$ cat src/rtl/mt_bounded_sampler.sv
// mt_bounded_sampler
//   Consumes raw 32-bit words from the Mersenne-twister generator into a small
//   prefetch FIFO. Serves bounded-integer requests with uniform results in
//   [0, bound) by power-of-two mask rejection sampling.
//
// Ports
//   clk, rst              clock, synchronous active-high reset
//   mt_ready, mt_rnum     generator word valid / generator word
//   mt_trig               consume current generator word (push into FIFO)
//   req_valid, req_bound  request handshake in; bound 0 = full 32-bit range
//   req_ready             high only while idle
//   out_valid, out_data   result stream, held until out_ready
//   out_ready             result consumed
//   reject_cnt            rejections for current/last request, saturating
module mt_bounded_sampler #(
  parameter int unsigned FIFO_DEPTH = 4,
  parameter int unsigned TRIG_GAP   = 2
) (
  input  logic        clk,
  input  logic        rst,
  input  logic        mt_ready,
  input  logic [31:0] mt_rnum,
  output logic        mt_trig,
  input  logic        req_valid,
  input  logic [31:0] req_bound,
  output logic        req_ready,
  output logic        out_valid,
  output logic [31:0] out_data,
  input  logic        out_ready,
  output logic [15:0] reject_cnt
);

  localparam int unsigned PW = (FIFO_DEPTH > 1) ? $clog2(FIFO_DEPTH) : 1;
  localparam int unsigned CW = PW + 1;
  localparam int unsigned GW = (TRIG_GAP > 0) ? $clog2(TRIG_GAP + 1) : 1;
  localparam logic [GW-1:0] GAP_LOAD = GW'(TRIG_GAP);
  localparam logic [CW-1:0] DEPTH_C  = CW'(FIFO_DEPTH);

  typedef enum logic [1:0] {S_IDLE, S_CALC, S_DRAW, S_OUT} state_t;

  // ---------------------------------------------------------------- fetch side
  logic [31:0]   mem_q [FIFO_DEPTH];
  logic [PW-1:0] wr_ptr_q, rd_ptr_q;
  logic [CW-1:0] count_q, count_d;
  logic [GW-1:0] gap_q, gap_d;
  logic          push, pop;

  // No credit is taken for a pop in the same cycle: a full FIFO never triggers.
  assign push    = mt_ready && (gap_q == '0) && (count_q < DEPTH_C);
  assign mt_trig = push;

  always_comb begin
    gap_d = gap_q;
    if (!mt_ready || push) begin
      gap_d = GAP_LOAD;
    end else if (gap_q != '0) begin
      gap_d = gap_q - GW'(1);
    end
  end

  always_comb begin
    count_d = count_q;
    case ({push, pop})
      2'b10:   count_d = count_q + CW'(1);
      2'b01:   count_d = count_q - CW'(1);
      default: count_d = count_q;
    endcase
  end

  always_ff @(posedge clk) begin
    if (rst) begin
      wr_ptr_q <= '0;
      rd_ptr_q <= '0;
      count_q  <= '0;
      gap_q    <= GAP_LOAD;
    end else begin
      if (push) wr_ptr_q <= wr_ptr_q + PW'(1);
      if (pop)  rd_ptr_q <= rd_ptr_q + PW'(1);
      count_q <= count_d;
      gap_q   <= gap_d;
    end
  end

  always_ff @(posedge clk) begin
    if (push) mem_q[wr_ptr_q] <= mt_rnum;
  end

  // ------------------------------------------------------------- sampler FSM
  state_t        state_q, state_d;
  logic [31:0]   bound_q, mask_q, out_q, mask_calc;
  logic [15:0]   rej_q;
  logic [31:0]   head, cand;
  logic          fifo_empty, accept;

  assign head       = mem_q[rd_ptr_q];
  assign fifo_empty = (count_q == '0);
  assign cand       = head & mask_q;
  assign accept     = (bound_q == '0) || (cand < bound_q);
  assign pop        = (state_q == S_DRAW) && !fifo_empty;

  // Smear bound-1 rightwards to get the smallest 2^k-1 >= bound-1.
  // bound 0 wraps to all ones, which is the full-range mask.
  always_comb begin
    mask_calc = bound_q - 32'd1;
    mask_calc = mask_calc | (mask_calc >> 1);
    mask_calc = mask_calc | (mask_calc >> 2);
    mask_calc = mask_calc | (mask_calc >> 4);
    mask_calc = mask_calc | (mask_calc >> 8);
    mask_calc = mask_calc | (mask_calc >> 16);
  end

  always_ff @(posedge clk) begin
    if (rst) state_q <= S_IDLE;
    else     state_q <= state_d;
  end

  always_comb begin
    state_d = state_q;
    case (state_q)
      S_IDLE:  if (req_valid)     state_d = S_CALC;
      S_CALC:                     state_d = S_DRAW;
      S_DRAW:  if (pop && accept) state_d = S_OUT;
      S_OUT:   if (out_ready)     state_d = S_IDLE;
      default:                    state_d = S_IDLE;
    endcase
  end

  always_comb begin
    req_ready = (state_q == S_IDLE);
    out_valid = (state_q == S_OUT);
  end

  always_ff @(posedge clk) begin
    if (rst) begin
      bound_q <= '0;
      mask_q  <= '0;
      out_q   <= '0;
      rej_q   <= '0;
    end else begin
      case (state_q)
        S_IDLE: if (req_valid) begin
          bound_q <= req_bound;
          rej_q   <= '0;
        end
        S_CALC: mask_q <= mask_calc;
        S_DRAW: if (pop) begin
          if (accept)           out_q <= cand;
          else if (rej_q != '1) rej_q <= rej_q + 16'd1;
        end
        default: ;
      endcase
    end
  end

  assign out_data   = out_q;
  assign reject_cnt = rej_q;

endmodule

$ cat config.mk
export PLATFORM = sky130hd
export DESIGN_NAME = mt_bounded_sampler
export DESIGN_NICKNAME = d
export VERILOG_FILES = /design/src/rtl/mt_bounded_sampler.sv
export SDC_FILE = /design/constraint.sdc
export NUM_CORES = 1
export LEC_CHECK = 0
export ABC_AREA = 1
export ABC_CLOCK_PERIOD_IN_PS = 5900
export CORE_MARGIN = 4
export CORE_UTILIZATION = 30
export CTS_BUF_LIST = sky130_fd_sc_hd__clkbuf_16
export CTS_CLUSTER_DIAMETER = 50
export DETAILED_ROUTE_END_ITERATION = 10
export PLACE_DENSITY_LB_ADDON = 0.1
export SYNTH_ARGS = -nofsm -noshare
export SYNTH_HDL_FRONTEND = slang
export SYNTH_SLANG_ARGS = --single-unit
export TNS_END_PERCENT = 10
$ cat constraint.sdc
create_clock -name clk -period 5.9 [get_ports clk]
set_input_delay 0.59 -clock clk [delete_from_list [all_inputs] [get_ports clk]]
set_output_delay 0.59 -clock clk [all_outputs]
set_load 0.05 [all_outputs]
# After elaboration in Yosys (flattened, before gate mapping)

Memories as Yosys holds them, arrays and structs flattened. A register that Yosys moved wholly into a read port is not among the register bits.
Index checks and enable logic that the tools add are counted.

RAM bits: 128
Memories kept: 1
Input port bits: 69
Register bits after elaboration: 123
Output and inout port bits: 51

Add/subtract/negate cells: 7
Magnitude comparators: 2
Eq/ne operators: 12
Reductions and logical operators: 20
Bitwise logic cells: 6
Muxes and demuxes: 14

Memory list:

| name  | words | bits a word | read ports | clocked after memory_dff | write ports | RTL line | text |
|---|---|---|---|---|---|---|---|
| mem_q | 4     | 32          | 1          | 1                        | 1           | 42       | `logic [31:0] mem_q [FIFO_DEPTH];` |

Operator list:

| kind                                                                    | number |
|---|---|
| 16-bit 2-to-1 mux                                                       | 4 |
| 32-bit bitwise AND                                                      | 1 |
| 32-bit zero test                                                        | 1 |
| 32-bit < comparator                                                     | 1 |
| 32-bit by 16-bit bitwise OR with 32-bit output                          | 1 |
| 32-bit by 24-bit bitwise OR with 32-bit output                          | 1 |
| 32-bit by 28-bit bitwise OR with 32-bit output                          | 1 |
| 32-bit by 30-bit bitwise OR with 32-bit output                          | 1 |
| 32-bit by 31-bit bitwise OR with 32-bit output                          | 1 |
| 16-bit one-hot mux with 2 select lines                                  | 1 |
| 32-bit by 1-bit subtractor with 32-bit output, second input constant    | 1 |
| 16-bit by 1-bit adder with 16-bit output, second input constant         | 1 |
| 16-bit inequality test, second input constant                           | 1 |
| 2-bit 2-to-1 mux                                                        | 5 |
| 2-bit one-hot mux with 4 select lines                                   | 1 |
| 2-bit equality test, second input constant                              | 3 |
| 2-bit by 1-bit inequality test with 1-bit output, second input constant | 3 |
| 2-bit inequality test, second input constant                            | 3 |
| 3-bit one-hot mux with 2 select lines                                   | 1 |
| 3-bit AND reduction                                                     | 2 |
| 2-bit nonzero test                                                      | 3 |
| 5-bit AND reduction                                                     | 1 |
| 2-bit by 1-bit adder with 2-bit output, second input constant           | 2 |
| 2-bit by 1-bit equality test with 1-bit output, second input constant   | 2 |
| 12 further kinds                                                        | 19 |

# Depth between registers and ports, before layout

Depth after elaboration: 6
Mapped depth: 23

# Least setup slack after synthesis

OpenSTA, ideal clock, no wires.

Kind: register to register
Start point: reg (tool-made name)
End point: reg out_q[17], in the netlist out_data[17]
Stages on the path, launching flop included: 22
Period minus slack after synthesis: 2.794 ns
Slack: 3.106 ns
Library setup time: 0.065 ns
Data required time: 5.835 ns
Arrival time: 2.730 ns
Buffers on the path: 3
Cells stage by stage: dfxtp_1 > buf_2 > buf_1 > nor2_1 > nor2_1 > o21ai_0 > a21boi_0 > ha_1 > a21oi_1 > o21ai_0 > nand3_1 > nand2_1 > nand2_1 > a21oi_1 > a211oi_1 > nand2_1 > nand2_1 > nand2_1 > inv_1 > buf_2 > nor2_1 > nor2_1

RTL lines:

| what                   | RTL line | text |
|---|---|---|
| end signal: assignment | 147      | `if (accept) out_q <= cand;` |
| end: declaration       | 90       | `logic [31:0] bound_q, mask_q, out_q, mask_calc;` |

==> results_dict.tcl <==
set metrics [dict create \
    cts_inserted_buffers 38 \
    grt_use_total_pct 17.43 \
    fin_crit_ps 4245 \
    critPathMaxFanout 23 \
    met3_usage_pct 3.242 \
    core_mm2 0.03964 \
    rrSetupSlack_ps 1660 \
    io_pins 120 \
    power_density_mw_per_mm2 476.7 \
    reg2regPathDepth 16 \
    maxSlewHeadroom_pct 32.84 \
    htreeDepth 2 \
    peakVddDrop_mv 0.2025 \
    die_h_um 208.0 \
    synth-main-ff-cell "edfxtp_1" \
    final_hold_viol_count 0 \
    drc 0 \
    yosysUniqueCellTypes 46 \
    dr.pass1.iters 5 \
    worstPathArrival_ps 4730 \
    hp-start "count_q[0]" \
    start_kind "flop" \
    cts_tree "yes" \
    portBuffers 119 \
    die_w_um 208.0 \
    rows 73 \
    clk_pin_slew_ps 50 \
    max-cap-violations 0 \
    finClkSkew_ps 24.90 \
    cts.sinks 253 \
    area.sequential_mm2 0.006347 \
    met2_usage_pct 26.67 \
    grt_max_degree 56 \
    finalSetupViolCount 0 \
    grt-busiest-layer "met2" \
    area.growth.synth_to_final_pct 25.61 \
    num_antenna_cells 0 \
    antenna_found_initial 1 \
    root_buffer "clkbuf_16" \
    syn_avg_cell_area_um2 8.662 \
    cts_setup_buffers 0 \
    grt_first_pass_wirelength_um 58790 \
    final.fill_count 4089 \
    wl_per_cell_um 18.69 \
    hold_buffers 0 \
    drive_above_1_share_pct 8.339 \
    async_reset_ff_share_pct 0 \
    slew_violations 0 \
    syn_area_mm2 0.01201 \
    initial_core_util_pct 30.29 \
    grt_pass1_vias 9426 \
    wirelength_um 38500 \
    finalCritPeriodShare_pct 71.94 \
    ant_nets 0 \
    max_slew.worst_pin.slew_ps 998.2 \
    min_path_type "reg2reg" \
    dp_hpwl_um 27210 \
    crit_type "reg2reg" \
    syn_inst 1386 \
    cts_resized 0 \
    initialDrtViolationCount 679 \
    r2r-end "out_data[12]" \
    fin_nets 1619 \
    min_to "count_q[0]" \
    fin_tns_setup_ps 0 \
    cts_buffer_depth 3 \
    overflow 0 \
    rsz0062_at_grt "false" \
    crit_path_end_kind "flop" \
    ys_seq_area_share_pct 52.86 \
    met1_usage_pct 25.44 \
    syn_nets 1500 \
    timing.hold.ws_ps 453.0 \
    achievable-frequency_mhz 235.6 \
    gp_congestion 0.8576 \
    ys_warn_count 0 \
    synth_edf_count 128 \
    ys_seq_elements 253 \
    vias_per_cell 4.783 \
    insertion_delay_ps 550 \
    status "complete, no violations" \
    min_path_cells 1 \
    die_area_mm2 0.04328 \
    multi_input_area_mm2 0.004946 \
    dr_total_vias 9852 \
    power_leakage_uw 0.005805 \
    crit_required_ps 6380 \
]
## routing by layer
metal / wire length (um) / vias up
met5: 13 / -
met4: 686 / 2
met3: 1827 / 41
met2: 17040 / 206
met1: 18930 / 4697
li1: - / 4906
## placed cells by master (no fill, tap or decap), types with 2 or more instances in the layout
cell type,instances
nor2_1,253
nand2_1,187
o21ai_0,141
inv_1,132
edfxtp_1,128
dfxtp_1,124
clkdlybuf4s50_1,119
a21oi_1,117
nand3_1,49
ha_1,44
clkbuf_16,39
a21boi_0,24
nand4_1,21
xor2_1,19
buf_4,17
nor3_1,12
nor2_2,11
inv_2,8
a31oi_1,7
nand2_2,7
nor4_1,7
o211ai_1,6
bufinv_16,6
clkinv_1,5
nor2_4,5
clkinvlp_4,5
a211oi_1,4
nand2_4,3
or2_2,3
clkinv_2,3
nor3_4,2
nand3_4,2
nor2_8,2
nor3_2,2
nand3b_1,2
inv_6,2
## per-stage QoR
stage / instance area, um^2 / power [uW] / cells / worst slack, ps / util, %
4_1_cts: 15080 / 7247 / 2060 / 1561 / 38.04
3_3_place_gp: 13770 / 4877 / 1990 / 1645 / 34.73
3_5_place_dp: 13770 / 4874 / 1990 / 1583 / 34.73
5_1_grt: 15080 / 7654 / 2060 / 1235 / 38.04
6_report: 15080 / 7188 / 2060 / 1655 / 38.04
2_1_floorplan: 12010 / 4085 / 1386 / 3106 / -
## kinds of logic (layout without fill, tap and decap cells)
family | count (synthesis) | in the layout | synth area share, %
XOR/XNOR | 20 | 20 | 1.615
buffers and inverters | 190 | 339 | 6.045
flip-flops | 253 | 253 | 52.86
AO/OA/AOI/OAI | 305 | 305 | 13.65
AND/OR/NAND/NOR | 573 | 573 | 21.07
adder cells (fa/ha/maj) | 45 | 45 | 4.752
## cell type report
| type | count | share of cell area (%) |
|---|---|---|
| clock buffers | 39 | 6.472 |
| clock inverters | 31 | 2.224 |
| inverters | 133 | 3.311 |
| repair buffers | 136 | 8.745 |
| flip-flops and latches | 253 | 42.09 |
| multi-input cells | 943 | 32.80 |
| well taps | 525 | 4.356 |
## worst max-delay path, cell delays in order, from the launching register on
cell and delay, ps:
dfxtp_1 320, inv_1 310, buf_4 340, nor2_1 110, o21ai_0 80, a21oi_1 470, ha_1 360, a21oi_1 150
o21ai_0 100, a211oi_1 350, nand2_1 190, nand2_1 90, nand2_1 90, inv_1 740, buf_4 310, nor2_1 60
nor2_1 80
## power by group
group / switching (uW) / leakage (uW) / total [uW] / internal (uW)
Sequential: 216 / 0.00218 / 2310 / 2090
Clock: 854 / 0.000656 / 2330 / 1480
Combinational: 1760 / 0.00297 / 2550 / 798
Total: 2830 / 0.00580 / 7190 / 4360
## synthesized netlist by cell type, types with 3 or more instances
| master | instances | area (um^2) |
|---|---|---|
| nor3_1 | 12 | 60.06 |
| nand3_1 | 49 | 245.2 |
| nor2_4 | 5 | 56.30 |
| nor2_2 | 7 | 43.79 |
| o21ai_0 | 141 | 705.7 |
| nor2_1 | 257 | 964.7 |
| a31oi_1 | 7 | 43.79 |
| buf_1 | 8 | 30.03 |
| dfxtp_1 | 125 | 2502 |
| xor2_1 | 19 | 166.4 |
| or2_2 | 3 | 18.77 |
| edfxtp_1 | 128 | 3844 |
| a211oi_1 | 4 | 30.03 |
| nor4_1 | 7 | 43.79 |
| a21boi_0 | 24 | 180.2 |
| nand2_1 | 188 | 705.7 |
| nand2_4 | 3 | 33.78 |
| nand4_1 | 21 | 131.4 |
| o211ai_1 | 6 | 45.04 |
| inv_1 | 125 | 469.2 |
| ha_1 | 44 | 550.5 |
| inv_2 | 7 | 26.28 |
| nand2_2 | 6 | 37.54 |
| clkbuf_1 | 43 | 161.4 |
| buf_2 | 4 | 20.02 |
| a21oi_1 | 117 | 585.6 |
## how the worst max path moves through the flow
| stage | from | endpoint | slack, ps | cells past startpoint |
|---|---|---|---|---|
| after global routing | flop | out_data[28] | 1240 | 16 |
| after floorplan | flop | out_data[17] | 3110 | 21 |
| after CTS | flop | out_data[12] | 1560 | 16 |
| final | flop | out_data[12] | 1660 | 16 |
| after global placement | flop | out_data[29] | 1640 | 18 |
| after detailed placement | flop | out_data[9] | 1580 | 16 |
## sequential cells by signal, summed over array words and instances, names as in the netlist, 3 cells and up, named ones only
register    cells
mem_q         128
bound_q        32
mask_q         32
out_data       32
reject_cnt     16
count_q         3
Note: power is estimated with default switching activity, not from simulation.
